$ cat src/rtl/mustang_pkg.sv
// Shared definitions for the Mustang tail-light decoder: lamp pattern codes,
// MODE encoding, tracker states and the transition legality rules.
package mustang_pkg;

  // Pattern codes as {LEDR, LEDL}
  localparam logic [5:0] PAT_OFF = 6'b000_000;
  localparam logic [5:0] PAT_HAZ = 6'b111_111;
  localparam logic [5:0] PAT_R1  = 6'b001_000;
  localparam logic [5:0] PAT_R2  = 6'b011_000;
  localparam logic [5:0] PAT_R3  = 6'b111_000;
  localparam logic [5:0] PAT_L1  = 6'b000_001;
  localparam logic [5:0] PAT_L2  = 6'b000_011;
  localparam logic [5:0] PAT_L3  = 6'b000_111;

  // Decoded lamp mode
  typedef enum logic [1:0] {
    MODE_IDLE  = 2'b00,
    MODE_RIGHT = 2'b01,
    MODE_LEFT  = 2'b10,
    MODE_HAZ   = 2'b11
  } mode_e;

  // Sequence tracker states; SYNC means "no trusted history yet"
  typedef enum logic [3:0] {
    ST_SYNC = 4'd0,
    ST_OFF  = 4'd1,
    ST_HAZ  = 4'd2,
    ST_R1   = 4'd3,
    ST_R2   = 4'd4,
    ST_R3   = 4'd5,
    ST_L1   = 4'd6,
    ST_L2   = 4'd7,
    ST_L3   = 4'd8
  } track_state_e;

  // Mode shown for a tracker state
  function automatic mode_e state_mode(input track_state_e s);
    mode_e m;
    case (s)
      ST_R1, ST_R2, ST_R3: m = MODE_RIGHT;
      ST_L1, ST_L2, ST_L3: m = MODE_LEFT;
      ST_HAZ:              m = MODE_HAZ;
      default:             m = MODE_IDLE;
    endcase
    return m;
  endfunction

  // True when cur -> nxt is an allowed step (nxt is never SYNC here).
  // Repeats are legal because the sequencer may hold a step when hazard
  // pre-empts it.
  function automatic logic is_legal(input track_state_e cur,
                                    input track_state_e nxt);
    logic ok;
    if (cur == nxt || cur == ST_SYNC) begin
      ok = 1'b1;
    end else begin
      case (cur)
        ST_OFF:  ok = (nxt == ST_HAZ) || (nxt == ST_R1) || (nxt == ST_L1);
        ST_R1:   ok = (nxt == ST_R2)  || (nxt == ST_HAZ);
        ST_R2:   ok = (nxt == ST_R3)  || (nxt == ST_HAZ);
        ST_R3:   ok = (nxt == ST_OFF) || (nxt == ST_HAZ);
        ST_L1:   ok = (nxt == ST_L2)  || (nxt == ST_HAZ);
        ST_L2:   ok = (nxt == ST_L3)  || (nxt == ST_HAZ);
        ST_L3:   ok = (nxt == ST_OFF) || (nxt == ST_HAZ);
        ST_HAZ:  ok = (nxt == ST_OFF);
        default: ok = 1'b0;
      endcase
    end
    return ok;
  endfunction

  // A flash cycle ends when the lamps go dark after a full sweep or hazard
  function automatic logic completes_cycle(input track_state_e cur,
                                           input track_state_e nxt);
    return (nxt == ST_OFF) &&
           ((cur == ST_R3) || (cur == ST_L3) || (cur == ST_HAZ));
  endfunction

endpackage

$ cat src/rtl/mustang_pattern_classify.sv
// Combinational map from the raw lamp buses to a tracker state, or BAD.
module mustang_pattern_classify
  import mustang_pkg::*;
(
  input  logic [2:0]   ledr,
  input  logic [2:0]   ledl,
  output track_state_e pat_state,
  output logic         pat_bad
);

  // Match the concatenated buses against the eight legal codes
  always_comb begin
    pat_state = ST_SYNC;
    pat_bad   = 1'b0;
    case ({ledr, ledl})
      PAT_OFF: pat_state = ST_OFF;
      PAT_HAZ: pat_state = ST_HAZ;
      PAT_R1:  pat_state = ST_R1;
      PAT_R2:  pat_state = ST_R2;
      PAT_R3:  pat_state = ST_R3;
      PAT_L1:  pat_state = ST_L1;
      PAT_L2:  pat_state = ST_L2;
      PAT_L3:  pat_state = ST_L3;
      default: pat_bad   = 1'b1;
    endcase
  end

endmodule

$ cat src/rtl/mustang_light_decoder.sv
// Passive decoder/checker for the Mustang tail-light sequencer outputs.
// Samples the lamp buses on STEP, tracks the legal sequence, and reports
// mode, cycle completions and protocol errors with 1-CLK latency.
module mustang_light_decoder
  import mustang_pkg::*;
#(
  parameter int CNT_W = 8
) (
  input  logic             CLK,
  input  logic             RESET,
  input  logic             STEP,
  input  logic [2:0]       LEDR,
  input  logic [2:0]       LEDL,
  output logic [1:0]       MODE,
  output logic             MODE_VALID,
  output logic             CYCLE_DONE,
  output logic             SEQ_ERR,
  output logic [CNT_W-1:0] CYCLE_CNT,
  output logic [CNT_W-1:0] ERR_CNT
);

  track_state_e     pat_state;
  logic             pat_bad;

  track_state_e     state_q, state_d;
  mode_e            mode_q, mode_d;
  logic             valid_q, valid_d;
  logic             done_q, done_d;
  logic             err_q, err_d;
  logic [CNT_W-1:0] cyc_cnt_q, cyc_cnt_d;
  logic [CNT_W-1:0] err_cnt_q, err_cnt_d;

  mustang_pattern_classify u_classify (
    .ledr      (LEDR),
    .ledl      (LEDL),
    .pat_state (pat_state),
    .pat_bad   (pat_bad)
  );

  // Next-state, output and counter update for one STEP sample
  always_comb begin
    state_d   = state_q;
    mode_d    = mode_q;
    valid_d   = valid_q;
    done_d    = 1'b0;
    err_d     = 1'b0;
    cyc_cnt_d = cyc_cnt_q;
    err_cnt_d = err_cnt_q;
    if (STEP) begin
      if (pat_bad) begin
        // Unknown pattern: lose sync entirely
        state_d = ST_SYNC;
        mode_d  = MODE_IDLE;
        valid_d = 1'b0;
        err_d   = 1'b1;
        if (err_cnt_q != '1) err_cnt_d = err_cnt_q + CNT_W'(1);
      end else if (is_legal(state_q, pat_state)) begin
        state_d = pat_state;
        mode_d  = state_mode(pat_state);
        valid_d = 1'b1;
        if (completes_cycle(state_q, pat_state)) begin
          done_d = 1'b1;
          if (cyc_cnt_q != '1) cyc_cnt_d = cyc_cnt_q + CNT_W'(1);
        end
      end else begin
        // Known pattern out of order: resync on it but flag this step
        state_d = pat_state;
        mode_d  = state_mode(pat_state);
        valid_d = 1'b0;
        err_d   = 1'b1;
        if (err_cnt_q != '1) err_cnt_d = err_cnt_q + CNT_W'(1);
      end
    end
  end

  // State and output registers; reset overrides any coincident STEP
  always_ff @(posedge CLK) begin
    if (RESET) begin
      state_q   <= ST_SYNC;
      mode_q    <= MODE_IDLE;
      valid_q   <= 1'b0;
      done_q    <= 1'b0;
      err_q     <= 1'b0;
      cyc_cnt_q <= '0;
      err_cnt_q <= '0;
    end else begin
      state_q   <= state_d;
      mode_q    <= mode_d;
      valid_q   <= valid_d;
      done_q    <= done_d;
      err_q     <= err_d;
      cyc_cnt_q <= cyc_cnt_d;
      err_cnt_q <= err_cnt_d;
    end
  end

  assign MODE       = mode_q;
  assign MODE_VALID = valid_q;
  assign CYCLE_DONE = done_q;
  assign SEQ_ERR    = err_q;
  assign CYCLE_CNT  = cyc_cnt_q;
  assign ERR_CNT    = err_cnt_q;

endmodule
$ cat config.mk
export PLATFORM = sky130hd
export DESIGN_NAME = mustang_light_decoder
export DESIGN_NICKNAME = d
export VERILOG_FILES = /design/src/rtl/mustang_pkg.sv /design/src/rtl/mustang_pattern_classify.sv /design/src/rtl/mustang_light_decoder.sv
export SDC_FILE = /design/constraint.sdc
export NUM_CORES = 1
export LEC_CHECK = 0
export CAP_MARGIN = 0
export CORE_ASPECT_RATIO = 1.2
export CORE_MARGIN = 2
export CORE_UTILIZATION = 50
export CTS_CLUSTER_SIZE = 25
export DETAILED_ROUTE_END_ITERATION = 12
export DONT_BUFFER_PORTS = 1
export GPL_TIMING_DRIVEN = 0
export PLACE_DENSITY = 0.72
export SETUP_SLACK_MARGIN = 0.15
export SLEW_MARGIN = 5
export SYNTH_ARGS = -nofsm -noshare
export SYNTH_HDL_FRONTEND = slang
export SYNTH_HIERARCHICAL = 1
export SYNTH_SLANG_ARGS = --single-unit
$ cat constraint.sdc
create_clock -name CLK -period 3.7 [get_ports CLK]
set_input_delay 0.925 -clock CLK [delete_from_list [all_inputs] [get_ports CLK]]
set_output_delay 0.925 -clock CLK [all_outputs]
set_load 0.05 [all_outputs]
==> summary.md <==
| Metric | Value |
|---|---|
| Synthesized Nets | `191` |
| Drt via density | `6.12` |
| Post-CTS sizing | `0` |
| Async SR Flop Fraction | `0%` |
| Hold Path Class | `register to register` |
| Drt total wl | `3.25 mm` |
| Top cells by count, synth | `26 x nor2_1, 25 x dfxtp_1, 13 x a21oi_1` |
| Final hold vios | `0` |
| Mean post-synth cell area | `8.12 um^2` |
| CP endpoint kind | `register` |
| CTS max path bufs | `2` |
| Nets | `196` |
| Sequential fraction of the synthesis area | `34.2%` |
| FMAX | `337 MHz` |
| Crit path largest cell delay | `0.44 ns` |
| CORE AREA | `2790 um^2` |
| Final worst-path cycle share | `80.1%` |
| DR WL/cell | `14.9 um` |
| Startpoint types | `input pin` |
| Yosys warning total | `6` |
| CP cell instances | `nor2_1, nand3b_1, o211ai_1, buf_2, nor2b_1, nand2_1, a2111o_1, a41oi_4, buf_2, o21ai_0, a21oi_1` |
| Synth unique cells | `50` |
| Global-route wire length before repair | `5.26 mm` |
| RSZ-0062 raised after global routing | `false` |
| Clock sink count | `25` |
| Post-DP HPWL | `2.43 mm` |
| Routability cong. | `0.888` |
| 1st-iter DRT viols | `70` |
| Initial antenna violation count | `0` |
| Post-synth EDFFs | `0` |
| CP required | `3.96 ns` |
| Vias in the first global route | `1223` |
| Row count | `21` |
| Non-filler cells, final | `218` |
| Skew final | `0.00617 ns` |
| 1st-pass router iterations | `4` |
| Initial Util | `52.5%` |
| Die Wd | `53.4 um` |
| Ranking of synthesized cells by area | `dfxtp_1 34%, xnor2_1 7.2%, nor2_1 6.7%` |
| DP Worst Slack | `0.433 ns` |
| Setup ws final | `0.736 ns` |
| Delay-heaviest family, CP | `compound AO/OA/AOI/OAI gates` |
| H-tree levels | `1` |
| Total Neg Setup Slack | `0 ns` |
| Max Slew Vio Count | `0` |
| Worst EP arrival | `3.23 ns` |
| Most numerous cell in the Yosys netlist | `nor2_1` |
| Root Driver | `clkbuf_4` |
| Worst-Margin Slew | `0.662 ns` |
| Post-route ant nets | `0` |
| Worst VDD drop | `0.291 mV` |
| Overall global routing resource usage | `20.2%` |
| Power per standard cell area | `299 nW/um^2` |
| Die height | `63.2 um` |
| Cell total after placement | `214` |
| Worst-skew pair later-pin latency | `0.32 ns` |
| Crit Path Category | `input pin to register` |
| Post-Syn Instances | `180` |
| Total congestion overflow | `0` |
| TritonCTS Buffers | `3` |
| Final Critical Period | `2.96 ns` |
| Seq cells post-synth | `25` |
| Crit-path max FO | `10` |
| Die ar. | `3370 um^2` |
| CP max stage cell | `a2111o_1` |
| Cell area after synthesis | `1460 um^2` |
| Residual DRC count | `0` |
| CTS tree | `done` |
| Status | `complete, no violations` |
| Synth top area share | `34.2%` |
| CP most frequent cell | `buf_2` |
| Leakage | `0.488 nW` |
| Ant. Diodes | `0` |
| Most used DFF post-synth | `dfxtp_1` |
| Clock transition at the registers of the reported paths | `0.15 ns` |
| Layout cell share with drive strength beyond 1 | `9.78%` |
| Synth area leader | `dfxtp_1` |
| Via count | `1335` |
| Max capacitance violation total | `0` |
| Area added between synthesis and finish | `4.97%` |
| Hold_buf cts | `0` |
| Port-buffer cells | `0` |
| Final setup violation count | `0` |
| CP bufs+invs | `2` |
| Setup Fix Bufs, Post-CTS | `0` |
| Largest net degree at the start of global routing | `16` |
| Slew Limit Headroom | `55.8%` |
| Io pins | `30` |
| Fillers | `266` |
[area by class of cell]
| class | instances | area, um^2 | share of cell area [%] |
|---|---|---|---|
| clock buffers | 3 | 22.5 | 1.47 |
| inverters | 7 | 26.3 | 1.71 |
| multi-input cells | 136 | 873 | 56.9 |
| well taps | 34 | 42.5 | 2.77 |
| flip-flops and latches | 25 | 500 | 32.6 |
| clock inverters | 1 | 7.51 | 0.489 |
| plain buffers | 12 | 61.3 | 4.00 |
[worst min-delay path: cells and delay by family, from the launching register on]
kind	cells	cell delay, ns
flops	1	0.41
compound gates	1	0.17
simple gates	1	0.05
[metrics by stage]
stage | hold slack (ns) | area [um^2] | util (%) | power [W]
after CTS | 0.652 | 1530 | 55.1 | 0.000461
after floorplan | 0.572 | 1460 | - | 0.000326
after global placement | 0.614 | 1500 | 54.0 | 0.000332
after global routing | 0.692 | 1530 | 55.1 | 0.000478
after detailed placement | 0.631 | 1500 | 54.0 | 0.000335
final | 0.651 | 1530 | 55.1 | 0.000459
[cell usage in the layout, fill, tap and decap left out, types with 3 or more instances in the layout]
cell / count
nor2_1: 26
dfxtp_1: 25
a21oi_1: 13
xnor2_1: 12
nand3_1: 11
nand2_1: 10
buf_2: 7
inv_1: 6
nor4_1: 5
nor3_1: 4
clkbuf_1: 4
o21ai_0: 4
nand2b_1: 3
nor4b_1: 3
a22oi_1: 3
nand4_1: 3
o31ai_1: 3
or4_1: 3
clkbuf_4: 3
[where the power goes]
group	total [W]	internal, W	switching [W]
registers	0.000288	0.000273	0.0000156
logic	0.0000412	0.0000161	0.0000251
clock network	0.000130	0.0000412	0.0000883
total	0.000459	0.000330	0.000129
[routing by layer]
metal / vias to the layer above / wire length (um) / GRT usage [%]
met5: - / 0 / 0
met4: 0 / 59 / 7.05
met3: 6 / 180 / 4.74
met2: 37 / 1620 / 33.5
met1: 622 / 1390 / 24.7
li1: 670 / - / -
[path summary, 6_finish.rpt]
kind                                                end  slack (ns)  cells after the start                    start
worst max-delay path            ERR_CNT[0]$_SDFFE_PP0P_        0.74                     11                  LEDR[1]
worst min-delay path            state_q[2]$_SDFFE_PP0P_        0.65                      2  state_q[2]$_SDFFE_PP0P_
worst max register to register  ERR_CNT[5]$_SDFFE_PP0P_        1.37                      7  state_q[1]$_SDFFE_PP0P_
worst min register to register  state_q[2]$_SDFFE_PP0P_        0.65                      2  state_q[2]$_SDFFE_PP0P_
[kinds of logic (layout without fill, tap and decap cells)]
kind of cell / Yosys count / after routing / share of synthesized area [%]
multiplexers: 2 / 2 / 1.46
AND/OR/NAND/NOR: 81 / 81 / 29.6
XOR/XNOR: 13 / 13 / 7.79
AO/OA/AOI/OAI: 38 / 38 / 19.2
buffers and inverters: 19 / 23 / 5.99
flip-flops: 25 / 25 / 34.2
adder cells (fa/ha/maj): 2 / 2 / 1.71
[registers in the layout, summed over array words and instances, names as in the netlist]
register    cells
CYCLE_CNT       8
ERR_CNT         8
state_q         4
MODE            2
CYCLE_DONE      1
MODE_VALID      1
SEQ_ERR         1
(Power assumes the default switching activity.)
==> edit (same settings) <==
Change the parameter `CNT_W` from 8 to 10.
--- a/src/rtl/mustang_light_decoder.sv
+++ b/src/rtl/mustang_light_decoder.sv
@@ -4,7 +4,7 @@
 module mustang_light_decoder
   import mustang_pkg::*;
 #(
-  parameter int CNT_W = 8
+  parameter int CNT_W = 10
 ) (
   input  logic             CLK,
   input  logic             RESET,
Interface: changed (resized CYCLE_CNT and ERR_CNT); port bits go from 30 to 34. The function was not compared with the original's and may differ.
==> edit against the unedited design <==
Synthesized area increased by 27%; sequential power increased by 15%; design area increased by 30%; global-route usage decreased by 0.34 points; worst hold slack got worse by 29 ps; setup slack got worse by 340 ps; sequential cell count increased by 4; clock power increased by 96%; power increased by 40%; first-iteration DRC count increased by 39%; wire length increased by 13%; sequential share of layout area decreased by 3.4 points; critical endpoint is now ERR_CNT[3]; highest routed layer unchanged.
==> edit: results (changes against the unedited design) <==
Run status
  • Run status: complete, no violations (unchanged)

Global routing
  • First-pass GRT wire length: 6617 um (was 5264 um)
  • Aggregate global routing overflow: 0 (unchanged)
  • Vias in the first global route: 1519 (was 1223)
  • Initial antenna violation count: 0 (unchanged)
  • Largest net degree at the start of global routing: 11 (was 16)
  • All-Layer GR Usage: 19.82% (was 20.16%)

Final layout
  • Layout cell share with drive strength beyond 1: 13.68% (was 9.783%)
  • Filler cells: 353 (was 266)
  • Final instance area: 1987 sq um (was 1534 sq um)
  • Layout Cells excl Fill: 273 (was 218)
  • Ant diodes: 0 (unchanged)

Route
  • Final wirelength: 3683 um (was 3247 um)
  • Starting DRT DRC Count: 97 (was 70)
  • Vias per cell: 5.788 (was 6.124)
  • DRT Pass-1 Iters: 4 (unchanged)

Placement
  • Hpwl dp: 2689 um (was 2432 um)
  • Setup WS pre-CTS: 167.3 ps (was 432.6 ps)
  • Placed inst area: 1901 sq um (was 1504 sq um)
  • Routability cong.: 0.8102 (was 0.8881)
  • Placed instance count: 265 (was 214)
  • Port bufs: 0 (unchanged)

Clock tree
  • Clock transition at path regs: 60 ps (was 150 ps)
  • Skew-Pair Late Insertion Delay: 280 ps (was 320 ps)
  • Post-CTS setup buffers: 0 (unchanged)
  • CTS Buf Count: 5 (was 3)
  • Max clock buf depth: 2 (unchanged)
  • Post-cts resize count: 0 (unchanged)
  • CTS Root Cell: clkbuf_8 (was clkbuf_4)
  • Htree depth: 2 (was 1)

Synth
  • Top-area cell type share of the netlist area: 31.35% (was 34.25%)
  • Synth area leaders: dfxtp_1 31%, nor2_1 6.1%, a21oi_1 5.1% (was dfxtp_1 34%, xnor2_1 7.2%, nor2_1 6.7%)
  • Most frequent cells after synthesis: 30 x nor2_1, 29 x dfxtp_1, 19 x a21oi_1, 17 x nand2_1, 12 x nand3_1 (was 26 x nor2_1, 25 x dfxtp_1, 13 x a21oi_1, 12 x xnor2_1, 11 x nand3_1)
  • Seq/Total Area, Yosys: 31.35% (was 34.25%)
  • Post-Syn Area per Cell: 8.194 sq um (was 8.119 sq um)
  • Net count after synthesis: 237 (was 191)
  • Ys async rst share: 0% (unchanged)
  • Yosys warns: 6 (unchanged)
  • Yosys cell types: 56 (was 50)

Critical path
  • Worst Path Max Fanout: 10 (unchanged)
  • CP Launch Point: LEDR[0] (was LEDR[1])
  • Max stage delay on crit path: 490 ps (was 440 ps)
  • R2r startpoint: state_q[3] (was state_q[1])
  • CP delay by family, top: compound AO/OA/AOI/OAI gates (unchanged)
  • Crit path DAT: 3480 ps (was 3230 ps)
  • Slowest CP cell: or4_1 (was a2111o_1)

Min path
  • Hold Crit Start: state_q[1] (was state_q[2])

Timing
  • Layout Skew: 11.10 ps (was 6.167 ps)
  • Slew HR: 56.74% (was 55.79%)

Power and ir drop
  • Maximum VDD drop: 0.0001753 V (was 0.0002910 V)
  • Pleak: 0.6851 nW (was 0.4881 nW)
[edit: cell types whose count changed after synthesis, sizes merged, moves of 3 or more]
cell   delta
dfxtp     +4
o21ai     +4
nor2      +4
nor2b     +8
or3       +5
a22oi     -3
nand2     +7
and3      +4
a21oi     +7
nor3      +3
[edit: layout make-up]
type	instances	area share (%)
Multi-Input combinational cell	175	55.23
Sequential cell	29	29.22
Buffer	14	7.242
Clock buffer	5	3.463
Tap cell	39	2.456
Inverter	8	1.511
Clock inverter	3	0.8816
[edit: path summary, 6_finish.rpt]
check                                   to  slack, ps  cells past startpoint
worst min register to register  state_q[1]        620                      3
worst min-delay path            state_q[1]        620                      3
worst max register to register  ERR_CNT[3]       1180                      8
worst max-delay path            ERR_CNT[3]        400                     12
[edit: cell families (layout without fill, tap and decap cells)]
group,count (synthesis),in the layout,share of synthesized area [%]
and+or+nand+nor,114,114,34.19
buffers and inverters,22,30,9.392
xor gates and xnor gates,12,12,5.676
AOI/OAI and AO/OA,44,44,16.28
muxes,3,3,1.757
adders and majority gates,2,2,1.351
DFF,29,29,31.35
[edit: worst reg2reg max path, stage by stage (launching register included)]
cell	delay [ps]
dfxtp_1	400
or4_1	540
a2111oi_0	470
a311o_1	190
or3_1	100
buf_2	190
buf_2	240
nor4_1	90
o21ba_1	200
[edit: where the power goes]
| group | total (mW) | switching (mW) | internal [mW] | leakage, nW |
|---|---|---|---|---|
| Sequential | 0.332 | 0.0166 | 0.316 | 0.234 |
| Clock | 0.255 | 0.126 | 0.129 | 0.0439 |
| Combinational | 0.0543 | 0.0309 | 0.0234 | 0.407 |
| Total | 0.642 | 0.173 | 0.469 | 0.685 |
[edit: layer usage]
| layer | up-vias | routed length [um] | GRT usage (%) |
|---|---|---|---|
| met2 | 26 | 1782 | 32.72 |
| met5 | - | 0 | 0 |
| met1 | 724 | 1695 | 23.90 |
| met4 | 0 | 60 | 7.407 |
| met3 | 5 | 145 | 5.850 |
| li1 | 825 | - | - |
[edit: metrics by stage]
| stage | hold WS [ps] | total power [mW] |
|---|---|---|
| global placement | 602.1 | 0.3931 |
| global route | 699.8 | 0.6702 |
| floorplan | 575.3 | 0.3834 |
| finish | 622.1 | 0.6419 |
| CTS | 627.9 | 0.6483 |
| detailed placement | 613.0 | 0.3939 |
